[src/rtl/mdu_pkg.sv]
// Shared definitions for the iterative multiply/divide unit: op encodings,
// FSM states, default width and the divide-by-zero quotient pattern.
package mdu_pkg;

    localparam int MDU_WIDTH = 32;

    typedef enum logic [1:0] {
        OP_MULT  = 2'b00,
        OP_MULTU = 2'b01,
        OP_DIV   = 2'b10,
        OP_DIVU  = 2'b11
    } mdu_op_e;

    typedef enum logic [1:0] {
        IDLE = 2'b00,
        CALC = 2'b01,
        FIX  = 2'b10
    } mdu_state_e;

    localparam logic [MDU_WIDTH-1:0] DIV0_LO = '1;

endpackage

[src/rtl/mdu_sign_fix.sv]
// Conditional two's-complement negation; yields operand magnitudes at Start
// and restores result signs at FIX.
module mdu_sign_fix #(
    parameter int W = 32
) (
    input  logic [W-1:0] val,
    input  logic         neg,
    output logic [W-1:0] res
);

    assign res = neg ? (~val + W'(1)) : val;

endmodule

[src/rtl/mult_div_unit.sv]
// Iterative MULT/MULTU/DIV/DIVU unit owning the Hi/Lo registers.
// Optional macro MDU_EARLY_OUT_EN: zero operand skips CALC (FIX at E0+1).
module mult_div_unit import mdu_pkg::*; #(
    parameter int WIDTH = MDU_WIDTH
) (
    input  logic             Clk,
    input  logic             Rst_n,
    input  logic             Start,
    input  logic [1:0]       Op,
    input  logic [WIDTH-1:0] SrcA,
    input  logic [WIDTH-1:0] SrcB,
    input  logic             HiWrite,
    input  logic             LoWrite,
    input  logic [WIDTH-1:0] MoveData,
    output logic             Busy,
    output logic             Done,
    output logic [WIDTH-1:0] Hi,
    output logic [WIDTH-1:0] Lo,
    output logic             DivByZero
);

    localparam int CW = $clog2(WIDTH);

    mdu_state_e         state, state_nxt;
    logic [CW-1:0]      cnt;
    logic               is_div, dbz_r, neg_res, neg_rem;
    logic [WIDTH-1:0]   opnd;
    logic [2*WIDTH-1:0] acc;

    // Start-time decode
    logic             div_in, signed_in, a_neg, b_neg, b_zero, early;
    logic [WIDTH-1:0] a_abs, b_abs;

    assign div_in    = (Op == OP_DIV) || (Op == OP_DIVU);
    assign signed_in = (Op == OP_MULT) || (Op == OP_DIV);
    assign a_neg     = signed_in & SrcA[WIDTH-1];
    assign b_neg     = signed_in & SrcB[WIDTH-1];
    assign b_zero    = (SrcB == '0);

`ifdef MDU_EARLY_OUT_EN
    assign early = (SrcA == '0) || b_zero;
`else
    assign early = 1'b0;
`endif

    mdu_sign_fix #(.W(WIDTH)) u_abs_a (.val(SrcA), .neg(a_neg), .res(a_abs));
    mdu_sign_fix #(.W(WIDTH)) u_abs_b (.val(SrcB), .neg(b_neg), .res(b_abs));

    // Iteration step; opnd is the multiplicand for MUL, the divisor for DIV
    logic [WIDTH:0]     add_sum, shl, diff;
    logic [2*WIDTH-1:0] mul_step, div_step;

    assign add_sum  = {1'b0, acc[2*WIDTH-1:WIDTH]} + {1'b0, opnd};
    assign shl      = {acc[2*WIDTH-1:WIDTH], acc[WIDTH-1]};
    assign diff     = shl - {1'b0, opnd};
    assign mul_step = acc[0] ? {add_sum, acc[WIDTH-1:1]} : {1'b0, acc[2*WIDTH-1:1]};
    // Remainder stays below the divisor, so diff[WIDTH] is a clean borrow flag
    assign div_step = diff[WIDTH] ? {shl[WIDTH-1:0], acc[WIDTH-2:0], 1'b0}
                                  : {diff[WIDTH-1:0], acc[WIDTH-2:0], 1'b1};

    logic [2*WIDTH-1:0] prod_fix;
    logic [WIDTH-1:0]   quo_fix, rem_fix;

    mdu_sign_fix #(.W(2*WIDTH)) u_fix_prod (.val(acc), .neg(neg_res), .res(prod_fix));
    mdu_sign_fix #(.W(WIDTH))   u_fix_quo  (.val(acc[WIDTH-1:0]), .neg(neg_res), .res(quo_fix));
    mdu_sign_fix #(.W(WIDTH))   u_fix_rem  (.val(acc[2*WIDTH-1:WIDTH]), .neg(neg_rem), .res(rem_fix));

    always_ff @(posedge Clk or negedge Rst_n) begin
        if (!Rst_n) state <= IDLE;
        else        state <= state_nxt;
    end

    always_comb begin
        state_nxt = state;
        case (state)
            IDLE:    if (Start) state_nxt = early ? FIX : CALC;
            CALC:    if (cnt == CW'(WIDTH-1)) state_nxt = FIX;
            FIX:     state_nxt = IDLE;
            default: state_nxt = IDLE;
        endcase
    end

    assign Busy = (state != IDLE);

    always_ff @(posedge Clk or negedge Rst_n) begin
        if (!Rst_n) begin
            cnt       <= '0;
            is_div    <= 1'b0;
            dbz_r     <= 1'b0;
            neg_res   <= 1'b0;
            neg_rem   <= 1'b0;
            opnd      <= '0;
            acc       <= '0;
            Done      <= 1'b0;
            Hi        <= '0;
            Lo        <= '0;
            DivByZero <= 1'b0;
        end else begin
            Done <= 1'b0;
            case (state)
                IDLE: begin
                    if (HiWrite) Hi <= MoveData;
                    if (LoWrite) Lo <= MoveData;
                    if (Start) begin
                        is_div    <= div_in;
                        dbz_r     <= div_in & b_zero;
                        neg_res   <= a_neg ^ b_neg;
                        neg_rem   <= a_neg;
                        DivByZero <= 1'b0;
                        cnt       <= '0;
                        opnd      <= div_in ? b_abs : a_abs;
                        // Divide by zero freezes acc so FIX restores SrcA into Hi
                        if (div_in && b_zero) acc <= {a_abs, {WIDTH{1'b0}}};
                        else if (early)       acc <= '0;
                        else                  acc <= {{WIDTH{1'b0}}, div_in ? a_abs : b_abs};
                    end
                end
                CALC: begin
                    cnt <= cnt + 1'b1;
                    if (!dbz_r) acc <= is_div ? div_step : mul_step;
                end
                FIX: begin
                    Done <= 1'b1;
                    if (is_div) begin
                        Hi        <= rem_fix;
                        Lo        <= dbz_r ? WIDTH'(DIV0_LO) : quo_fix;
                        DivByZero <= dbz_r;
                    end else begin
                        {Hi, Lo} <= prod_fix;
                    end
                end
                default: ;
            endcase
        end
    end

endmodule
[config.mk]
export PLATFORM = sky130hd
export DESIGN_NAME = mult_div_unit
export DESIGN_NICKNAME = d
export VERILOG_FILES = /design/src/rtl/mdu_pkg.sv /design/src/rtl/mdu_sign_fix.sv /design/src/rtl/mult_div_unit.sv
export SDC_FILE = /design/constraint.sdc
export NUM_CORES = 1
export LEC_CHECK = 0
export ABC_CLOCK_PERIOD_IN_PS = 4600
export CAP_MARGIN = 20
export CORE_MARGIN = 1
export CORE_UTILIZATION = 55
export CTS_CLUSTER_DIAMETER = 120
export DETAILED_ROUTE_END_ITERATION = 10
export PLACE_DENSITY = 0.79
export SYNTH_ARGS = -nofsm -noshare
export SYNTH_HDL_FRONTEND = slang
export SYNTH_SLANG_ARGS = --single-unit
[constraint.sdc]
create_clock -name Clk -period 4.6 [get_ports Clk]
set_input_delay 1.15 -clock Clk [delete_from_list [all_inputs] [get_ports Clk]]
set_output_delay 1.15 -clock Clk [all_outputs]
set_load 0.02 [all_outputs]
Word-level counts from Yosys, hierarchy flattened
Cells that the tools add are included.

cells by class
  mux-type cells = 30
  bitwise logic cells = 9
  add/subtract/negate cells = 8
  reductions and logical operators = 16
  eq/ne operators = 11

operators with widths
  kind                   count
  $mux 64                7
  $mux 32                11
  $add 32x1->32 const B  4
  $not 32->32            4
  $pmux 32 s2            2
  $pmux 64 s2            1
  $add 64x1->64 const B  1
  $not 64->64            1
  $add 32x32->33         1
  $sub 33x32->33         1
  $logic_not 32->1       1
  $ne 2x2->1 const B     6
  $pmux 5 s2             1
  $reduce_and 2->1       5
  $eq 2x2->1 const B     3
  $reduce_and 3->1       2
  $reduce_bool 2->1      3
  $add 5x1->5 const B    1
  $eq 5x5->1 const B     1
  $mux 5                 1
  $logic_not 2->1        2
  $mux 2                 2
  $pmux 2 s2             1
  $and 1x1->1            3
  6 further kinds        9

storage, ports and cells
  output and inout bits = 67
  logic and storage cells = 86
  flip-flop bits (word level) = 173

Logic depth before layout (Yosys ltp)
Gate-level depths: netlist (run 1).

  depth after elaboration = 8
  depth in mapped cells = 15
  depth with buffers taken out = 13

Cells and area by module
From an unflattened synthesis (run 1), not the netlist that was laid out.

unflattened totals
  cells, all modules = 2293
  area total of the unflattened synthesis = 18260.0 µm²

by module, submodules not included
  module                       cells an instance  seq. area each (µm²)  instances  area each (µm²)
  mult_div_unit                1691               4329.2                1          13503.0
  mdu_sign_fix at u_abs_a ...  99                 0.0                   4          777.0
  mdu_sign_fix at u_fix_prod   206                0.0                   1          1649.1

Worst setup path before layout (run 1)
Ideal clock, no wire load.

  kind = input-to-reg
  start = input port SrcB[1]
  end = register acc[46]
  buffers on the path = 1
  stages on the path = 13
  slack = 1081 ps
  setup time = 94 ps
  arrival time = 3425 ps
  data required time = 4506 ps
  path through = inv_1 > ha_1 > or3b_2 > nor4_1 > nand2_1 > nor2_1 > nand2_1 > nor2_1 > nand2_1 > buf_2 > o21ai_0 > o21ai_0 > a211oi_1

on the way
  word-level cells in the longest chain between the ends = 5

ends and longest elaborated chain
  element               line                  source
  start, declared       mult_div_unit.sv:11   input logic [WIDTH-1:0] SrcB,
  $logic_not 32->1      mult_div_unit.sv:38   assign b_zero = (SrcB == '0);
  $logic_and 1x1->1     mult_div_unit.sv:113  if (div_in && b_zero) acc <= {a_abs, {WIDTH{1'b0}}};
  $mux 64               mult_div_unit.sv:113
  $mux 64               mult_div_unit.sv:104  if (Start) begin
  $pmux 64 s2           mult_div_unit.sv:100  case (state)
  end signal, assigned  mult_div_unit.sv:113
  end signal, assigned  mult_div_unit.sv:115  else acc <= {{WIDTH{1'b0}}, div_in ? a_abs : b_abs};
  end signal, assigned  mult_div_unit.sv:120  if (!dbz_r) acc <= is_div ? div_step : mul_step;
  end, declared         mult_div_unit.sv:28   logic [2*WIDTH-1:0] acc;

Every way passes these cells. The select of a mux whose other input is x is not followed.
A chain may end at the register's enable or synchronous reset.

Final worst setup path (run 1)
  start = register acc[31]
  end = register acc[46]

on the way
  word-level cells in the longest chain between the ends = 5

ends and longest elaborated chain
  element               line                  source
  $sub 33x32->33        mult_div_unit.sv:55   assign diff = shl - {1'b0, opnd};
  $mux 64               mult_div_unit.sv:58   assign div_step = diff[WIDTH] ? {shl[WIDTH-1:0], acc[WIDTH-2:0], 1'b0}
  $mux 64 (2 in a row)  mult_div_unit.sv:120
  $pmux 64 s2           mult_div_unit.sv:100

Every way passes these cells. The select of a mux whose other input is x is not followed.

==> metrics list, run 1 <==
* Async set-or-reset flop fraction in the synthesized netlist: 1.00
- DR vias/cell: 6.69
- Along the worst path, the maximum fanout reaches 15.
- Syn Inst Count: 2,018
* Dominant synthesized flop cell: sky130_fd_sc_hd__dfrtp_1
* Data arrival time of the worst path: 4.44 ns
- For the worst setup path, the data required time is 4.91 ns.
* Peak Freq: 242 MHz
* Min-delay worst type: flip-flop to flip-flop
- Cell with the most instances after synthesis: sky130_fd_sc_hd__nand2_1
* Die outline area: 28,900 um^2
- Busiest layer in global routing: met2
- Setup repair after global routing left no endpoint under its margin.
- M1 GR Usage: 0.560
- Top-area cell type share of the netlist area: 0.278
- Clock latency on the worst-skew pair: 0.46 ns
* Synthesis-stage register bit count: 173
- Hpwl dp: 46,900 um
- Fraction of layout instances using a drive strength above 1: 0.0701
* Worst Max-Slew Pin Slew: 1.14 ns
* Met3 track demand over resource in global routing: 0.0974
- After global routing the overflow that remains totals 0.
- The first TritonRoute pass finished after 6 iterations.
- Number of buffers on the longest clock path: 2
* Setup violation total in the final timing report: 0
- Final-layout setup total negative slack: 0 ns
- Clock-pin slew was measured on the worst setup and hold paths at 0.07 ns.
- Flop2flop setup slack: 0.47 ns
* Final worst-path setup slack: 0.471 ns
* Worst R2R Path Depth: 15
- Proportion of synthesized chip area in sequential cells: 0.278
* Largest area contributor in the synthesized netlist: sky130_fd_sc_hd__dfrtp_1
* Placed cell count: 2,498
- Post-layout instance count excluding filler cells: 2,533
- Yosys warning total: 0
- The worst pin sits at a relative slew slack of 0.240.
- The critical path is of the flip-flop to flip-flop type.
* TritonCTS clock tree: built
* DIE HEIGHT: 170 um
- The number of setup buffers added after CTS is 0.
* Tcrit/Tclk final: 0.898
* Summed instance area of the synthesized netlist: 15,500 um^2
* Avg Synthesized Cell Area: 7.71 um^2
* Number of nets produced by synthesis: 2,193
- In this run the number of H-tree levels came out at 4.
* MaxCap Viol Count: 0
* All-layer global routing usage: 0.418
- The number of global-route vias before repair came to 15,400.
- In this run the worst setup path terminates at acc[46].
- Hold-fix buffers at CTS: 0
- In the global route stage, met2 resource usage came out at 0.626.
* Final WL: 60,700 um
- Summing internal, switching and leakage power gives 16.5 mW.
- Initial Utilization: 0.560
- TritonCTS Sinks: 173
- Standard cell core area: 27,800 um^2
* Post-route cell area: 18,400 um^2
* Max-slew violations: 0
- In this run, post-CTS repair resized a total of 0 instances.
* Horizontal die dimension: 170 um
- Number of port buffers: 169
* Starting DRT DRC Count: 2,362
* Site Rows: 61
- Yosys mapped a number of flops with a built-in enable equal to 0.
* Power per cell area: 896 nW/um^2
* Clk Tree Root Cell: sky130_fd_sc_hd__clkbuf_16
- Worst voltage drop across the vdd grid: 0.000509 V
- Post-layout min period: 4.13 ns
- The worst setup path is captured at a flip-flop.
- Status: finished clean
* Routed len/inst: 24.0 um
- Worst R2R End: acc[46]
* Area Overhead vs Synth: 18.3%
- Largest net degree at the start of global routing: 126
* Crit start category: flip-flop
- In this run the worst setup path begins at acc[31].
- Initial antenna violation count: 2
- The startpoint identified for the worst register-to-register timing path is acc[31].
- In this run the remaining antenna-violating nets after routing total 0.
* Final nets: 2,316
* Placer's final routability congestion estimate: 1.02
- After detailed placement, the total cell area comes to 17,800 um^2.
- The count of final hold-check violations was 0.
* Place WS: 0.186 ns
* Post-route clock skew: 0.0162 ns
* First-pass GRT wire length: 91,000 um
- Count of distinct cell types in the synthesized netlist: 79
- By area the synthesized netlist is led by sky130_fd_sc_hd__dfrtp_1 (28%), sky130_fd_sc_hd__o21ai_0 (7.2%), sky130_fd_sc_hd__xnor2_1 (5.9%), sky130_fd_sc_hd__ha_1 (5.6%), sky130_fd_sc_hd__nand2_1 (5.6%).
- Overall via count from detail_route: 16,900
- Detailed-route DRC error count: 0
* Leak: 7.64 nW
- Buffers inserted during clock tree synthesis total 17.
- By count the netlist is led by sky130_fd_sc_hd__nand2_1 (230), sky130_fd_sc_hd__o21ai_0 (225), sky130_fd_sc_hd__nor2_1 (177).
* Number of fillers in the final layout: 2,438
* I/O pin total: 170
==> worst max-delay path: stages (launching register included) <==
cell and delay [ns]:
sky130_fd_sc_hd__dfrtp_1 0.40, sky130_fd_sc_hd__inv_1 0.06, sky130_fd_sc_hd__ha_1 0.23, sky130_fd_sc_hd__fa_1 0.41, sky130_fd_sc_hd__nand2b_1 0.18, sky130_fd_sc_hd__a21oi_1 0.29, sky130_fd_sc_hd__nand4bb_1 0.24, sky130_fd_sc_hd__nand3_1 0.11
sky130_fd_sc_hd__o211ai_1 0.24, sky130_fd_sc_hd__a31oi_1 0.28, sky130_fd_sc_hd__xor2_4 0.57, sky130_fd_sc_hd__buf_12 0.22, sky130_fd_sc_hd__buf_4 0.15, sky130_fd_sc_hd__nor2_1 0.05, sky130_fd_sc_hd__a211oi_1 0.41, sky130_fd_sc_hd__a211oi_1 0.12
==> layout make-up <==
class | count | area (um^2) | area share
Antenna cell | 1 | 2.50 | 0.000136
Clock buffer | 18 | 439 | 0.0239
Tap cell | 378 | 473 | 0.0257
Sequential cell | 173 | 4330 | 0.236
Inverter | 63 | 236 | 0.0129
Timing Repair Buffer | 239 | 2300 | 0.125
Clock inverter | 14 | 150 | 0.00816
Multi-Input combinational cell | 1647 | 10500 | 0.569
==> power by group <==
part           leakage [nW]  switching, mW  total (mW)  internal [mW]
clock network         0.284          0.759        1.50          0.741
registers              2.09           1.03        3.33           2.30
logic                  5.27           6.82        11.7           4.83
==> how the worst min path moves through the flow <==
stage               startpoint     end  slack (ns)  depth (start not counted)
global route            Hi[12]  Hi[12]        0.50                          2
finish                  Hi[10]  Hi[10]        0.48                          2
detailed placement       Lo[1]   Lo[1]        0.47                          2
CTS                     Lo[14]  Lo[14]        0.49                          2
global placement        Hi[12]  Hi[12]        0.46                          2
floorplan               cnt[3]  cnt[3]        0.44                          1
==> metrics by stage <==
stage | util | hold WS [ns]
after floorplan | - | 0.442
after global placement | 0.639 | 0.463
after detailed placement | 0.639 | 0.471
after CTS | 0.660 | 0.488
after global routing | 0.662 | 0.500
final | 0.662 | 0.484
==> flip-flops by register name, indices dropped and copies added, names as in the netlist <==
| signal | cells |
|---|---|
| DivByZero | 1 |
| neg_rem | 1 |
| dbz_r | 1 |
| state | 2 |
| Lo | 32 |
| Hi | 32 |
| is_div | 1 |
| acc | 64 |
| Done | 1 |
| cnt | 5 |
| opnd | 32 |
| neg_res | 1 |
==> layer usage <==
metal | up-vias | wire length [um]
li1 | 7572 | -
met1 | 7992 | 24000
met2 | 1113 | 26000
met3 | 255 | 6910
met4 | 2 | 3760
met5 | - | 13
==> cells by family (layout without fill, tap and decap cells) <==
family                     after synthesis  after routing  synth area share
xor gates and xnor gates               168            168            0.0951
AOI/OAI and AO/OA                      726            726             0.292
and+or+nand+nor                        621            621             0.186
DFF                                    173            173             0.278
muxes                                   60             60            0.0393
buffers and inverters                  198            334            0.0505
adders and majority gates               72             72            0.0589
other                                    0              1                 0
==> layout by cell type (no fill, tap or decap), drive strengths merged, types with 21 or more instances in the layout <==
cell type / instances
o21ai: 232
nand2: 231
nor2: 178
dfrtp: 173
clkdlybuf4s50: 167
a21oi: 160
xnor2: 105
buf: 72
ha: 70
inv: 69
xor2: 63
mux2i: 51
a31oi: 43
o22ai: 41
nor3: 39
a21o: 38
o211ai: 33
nand3: 28
o21a: 27
a211oi: 25
or3: 23
o221ai: 21
No activity file was read; power rests on OpenSTA's default activity.
==> run 2, diff against run 1 <==
--- a/config.mk
+++ b/config.mk
@@ -6,12 +6,13 @@
 export NUM_CORES = 1
 export LEC_CHECK = 0
 export ABC_CLOCK_PERIOD_IN_PS = 4600
-export CAP_MARGIN = 20
-export CORE_MARGIN = 1
+export CAP_MARGIN = 0
+export CORE_MARGIN = 8
 export CORE_UTILIZATION = 55
 export CTS_CLUSTER_DIAMETER = 120
 export DETAILED_ROUTE_END_ITERATION = 10
-export PLACE_DENSITY = 0.79
+export PLACE_DENSITY = 0.78
 export SYNTH_ARGS = -nofsm -noshare
 export SYNTH_HDL_FRONTEND = slang
+export SYNTH_HIERARCHICAL = 1
 export SYNTH_SLANG_ARGS = --single-unit
==> run 2 against run 1 <==
Compared with the run above:
- combinational power increased by 12%
- synthesized cell count is 14% higher
- utilization shrank 1.6 points
- first-iteration DRC count decreased by 14%
- wire length rose by 2.9%
- worst setup slack better by 0.25 ns
- via count rose by 9.5%
- global-route usage decreased by 11 points
- fmax is 6.5% higher
- synthesized area is 17% higher
- power increased by 12%
- non-clock buffer count down 18
- critical path type unchanged
- critical endpoint is now acc[57]
- highest routed layer is now met4
==> metrics list, run 2 <==
- Status: finished clean
- Placed instance area: 20,500 um^2 (+15%)
- Metal1 wirelength: 26,300 um (+9.5%)
- The proportion of power drawn by flip-flops and latches was 0.210 (+0.008).
- The mean post-synth cell area was 7.96 um^2 (+3.3%).
- Yosys warning total: 6 (+6)
- The achievable clock frequency is 258 MHz (+6.5%).
- Setup Fix Bufs, Post-CTS: 0 (unchanged)
- The normalized max-slew margin was 0.173 (-0.0673).
* Worst Max-Slew Pin Slew: 1.24 ns (+0.0976 ns)
* Biggest register: acc
* Grt ovf: 0 (unchanged)
* DR vias/cell: 6.52 (-2.5%)
- The number of global-route vias before repair came to 17,600 (+14%).
* Max reg flops: 64 (unchanged)
* Tcrit/Tclk final: 0.843 (-0.0548)
- Dominant synthesized flop cell: sky130_fd_sc_hd__dfrtp_1
- Number of search-and-repair iterations in the first detailed-routing pass: 6 (unchanged)
* Most common cell after layout, fill and taps aside: sky130_fd_sc_hd__a21oi_1
- Number of port buffers: 169 (unchanged)
- Critical R2R Launch: acc[33]
- The core area came to 32,600 um^2 (+17%).
- Detailed-route DRC error count: 0 (unchanged)
- Sum of met2 wire segment lengths after detailed routing: 27,400 um (+5.3%)
- The post-synthesis cell type count came to 88 (+11%).
- The final weighted congestion in routability-driven placement was 1.04 (+2.5%).
* Post-layout min period: 3.88 ns (-0.252 ns)
- Area taken by multi-input logic gates: 13,200 um^2 (+26%)
- I/O pin total: 170 (unchanged)
- Of all cell types, the one taking the most synthesized area is sky130_fd_sc_hd__dfrtp_1.
- Leak: 8.26 nW (+8.1%)
- Switching power of the nets: 9.72 mW (+13%)
- Routed len/inst: 22.0 um (-8.4%)
- The endpoint identified for the worst register-to-register timing path is acc[57].
* Largest net degree at the start of global routing: 97 (-23%)
- Final WL: 62,500 um (+2.9%)
- Ranked by instance count, the synthesized netlist is headed by sky130_fd_sc_hd__a21oi_1 (247), sky130_fd_sc_hd__nand2_1 (240), sky130_fd_sc_hd__xnor2_1 (214).
- Hpwl dp: 47,800 um (+2.0%)
- The worst hold path begins at Lo[30].
- The amount of wire on met3 after detailed routing came to 6620 um (-4.3%).
- Hold-fix buffers at CTS: 0 (unchanged)
- Power, Total: 18.5 mW (+12%)
- Crit start category: flip-flop
* Data required time of the critical path: 4.94 ns (+0.03 ns)
- Final nets: 2,567 (+11%)
- Post-route clock skew: 0.0203 ns (+0.00413 ns)
- Compared with the post-synthesis result, the final layout area differs by 15.4%.
* Power per cell area: 879 nW/um^2 (-1.9%)
- The count of final hold-check violations is 0 (unchanged).
* Clock network power share: 0.084 (-0.007)
* DIE HEIGHT: 198 um (+16%)
- The chip width was 198 um (+16%).
* Critical path type: flip-flop to flip-flop
- The gate count after technology mapping was 2,293 (+14%).
- Antenna-violating nets left: 0 (unchanged)
- Overall via count from detail_route: 18,500 (+9.5%)
- Proportion of total power due to net switching: 0.525 (+0.00177)
* Total clock buffers created by CTS: 17 (unchanged)
* Async set-or-reset flop fraction in the synthesized netlist: 1.00 (unchanged)
* Min-delay worst type: flip-flop to flip-flop
* TritonCTS clock tree: built
- Post-route cell area: 21,100 um^2 (+15%)
- The most common cell in the synthesized netlist is sky130_fd_sc_hd__a21oi_1.
- The setup slack of the worst register-to-register path is 0.72 ns (+0.25 ns).
* Setup repair after global routing missed its margin: no
* Die outline area: 39,300 um^2 (+36%)
- N_diodes: 0 (-1)
* Count of flip-flops with a built-in enable after synthesis: 0 (unchanged)
* Worst voltage drop across the vdd grid: 0.000491 V (-3.6%)
* Clock latency on the worst-skew pair: 0.47 ns (about the same)
- The path depth of the worst reg2reg path came to 11 (-4).
* Number of nets produced by synthesis: 2,469 (+13%)
* Worst hold path depth: 2 (unchanged)
- The share of post-route cells with drive strength above 1 is 0.0911 (+0.0210).
* First-pass GRT wire length: 97,200 um (+6.8%)
- The count of endpoints failing setup in the final report is 0 (unchanged).
* Initial antenna violation count: 0 (-2)
* Number of fillers in the final layout: 2,766 (+13%)
* Highest metal layer with signal wires: met4
- CP Capture Type: flip-flop
- The share of Yosys cell area claimed by the top area cell type was 0.237 (-0.0413).
- The combined flip-flop and latch cell area was 4340 um^2 (about the same).
- Hold EP: Lo[30]
* MaxCap Viol Count: 0 (unchanged)
- The number of buffers on the longest clock path was 2 (unchanged).
- Site Rows: 66 (+8.2%)
- The post-cts resize count was 0 (unchanged).
- The fraction of the core area covered by cells at the end of the flow came to 0.646 (-0.0164).
- The largest fanout on the critical path came to 14 (-1).
- The depth of the CTS H-tree is 4 (unchanged).
- In the post-synthesis netlist, the biggest area contributors are sky130_fd_sc_hd__dfrtp_1 (24%), sky130_fd_sc_hd__xnor2_1 (10%), sky130_fd_sc_hd__mux2i_1 (6.8%), sky130_fd_sc_hd__a21oi_1 (6.8%), sky130_fd_sc_hd__o21ai_0 (5.5%).
- Synthesis-stage register bit count: 173 (unchanged)
* Initial Utilization: 0.560 (about the same)
- Final-layout setup total negative slack: 0 ns (unchanged)
- The combinational group share of total power came to 0.706 (about the same).
- The arrival time at the worst endpoint is 4.22 ns (-0.22 ns).
- The post-synthesis sequential area ratio is 0.237 (-0.0413).
- The total global-route track usage is 0.311 (-0.107).
* CTS clock-pin slew for the worst setup and hold paths: 0.09 ns (+0.02 ns)
- Clk Tree Root Cell: sky130_fd_sc_hd__clkbuf_16
* Max-slew violations: 0 (unchanged)
- The DRC violation total after the first TritonRoute iteration was 2,024 (-14%).
- Summed instance area of the synthesized netlist: 18,300 um^2 (+17%)
* TritonCTS Sinks: 173 (unchanged)
- Internal: 8.81 mW (+12%)
- In the layout the commonest cells are sky130_fd_sc_hd__a21oi_1 (247), sky130_fd_sc_hd__nand2_1 (238), sky130_fd_sc_hd__xnor2_1 (214), sky130_fd_sc_hd__o21ai_0 (202), sky130_fd_sc_hd__dfrtp_1 (170).
-- run 2: changes by cell type in the layout (fill, tap and decap cells not counted), moves of 19 or more --
cell                       before  now
sky130_fd_sc_hd__a21oi_1      159  247
sky130_fd_sc_hd__xor2_1        62   22
sky130_fd_sc_hd__o31ai_1       18   60
sky130_fd_sc_hd__mux2i_1       51  124
sky130_fd_sc_hd__mux2_2         9   36
sky130_fd_sc_hd__xnor2_1      105  214
sky130_fd_sc_hd__nand4_1        9   28
sky130_fd_sc_hd__o21ai_0      225  202
sky130_fd_sc_hd__o211ai_1      33    3
sky130_fd_sc_hd__a31oi_1       43    8
-- run 2: critical path: stages (launching register included) --
cell and delay, ns:
sky130_fd_sc_hd__dfrtp_1 0.68, sky130_fd_sc_hd__ha_1 0.38, sky130_fd_sc_hd__o21a_1 0.19, sky130_fd_sc_hd__o31a_1 0.16
sky130_fd_sc_hd__o311ai_0 0.63, sky130_fd_sc_hd__nand3_1 0.34, sky130_fd_sc_hd__a21oi_1 0.41, sky130_fd_sc_hd__o21bai_1 0.16
sky130_fd_sc_hd__xor2_1 0.18, sky130_fd_sc_hd__mux2i_1 0.23, sky130_fd_sc_hd__nand3_1 0.11, sky130_fd_sc_hd__a32o_1 0.28
-- run 2: logic make-up after synthesis --
logic type                 share of synthesized area
adders and majority gates                     0.0508
muxes                                         0.0908
AOI/OAI and AO/OA                              0.259
and+or+nand+nor                                0.204
DFF                                            0.237
xor gates and xnor gates                       0.115
buffers and inverters                         0.0431
-- run 2: cell type report --
type | instances | share of cell area
tap | 442 | 0.0263
clock inverter | 14 | 0.00820
multi-input combinational | 1922 | 0.627
timing repair buffer | 221 | 0.102
sequential | 173 | 0.206
clock buffer | 18 | 0.0208
inverter | 56 | 0.00998
-- run 2: power by group through the flow --
stage	Combinational (mW)	Clock (mW)	Sequential, mW
2_1_floorplan	8.98	0	3.71
3_3_place_gp	12.5	0	3.79
3_5_place_dp	12.7	0	3.83
4_1_cts	12.8	1.55	3.80
5_1_grt	14.2	1.61	3.97
6_report	13.1	1.55	3.88
-- run 2: how the worst max path moves through the flow --
stage	from	to	slack (ns)	cells past startpoint
floorplan	acc[31]	acc[36]	1.45	14
global placement	SrcA[20]	acc[31]	0.71	9
detailed placement	SrcA[20]	acc[31]	0.63	9
CTS	acc[33]	acc[63]	0.82	11
global route	acc[33]	acc[63]	0.59	11
finish	acc[33]	acc[57]	0.72	11
-- run 2: stage by stage --
stage          setup WS [ns]  hold WS [ns]  std cells
2_1_floorplan           1.45         0.465       2293
3_3_place_gp           0.713         0.462       2814
3_5_place_dp           0.633         0.469       2814
4_1_cts                0.823         0.486       2846
5_1_grt                0.593         0.503       2846
6_report               0.723         0.483       2846
-- run 2: metal layers --
layer,GRT usage,up-vias
li1,-,8589
met1,0.416,8783
met3,0.0657,157
met2,0.485,1019
met4,0.122,0
met5,0,-
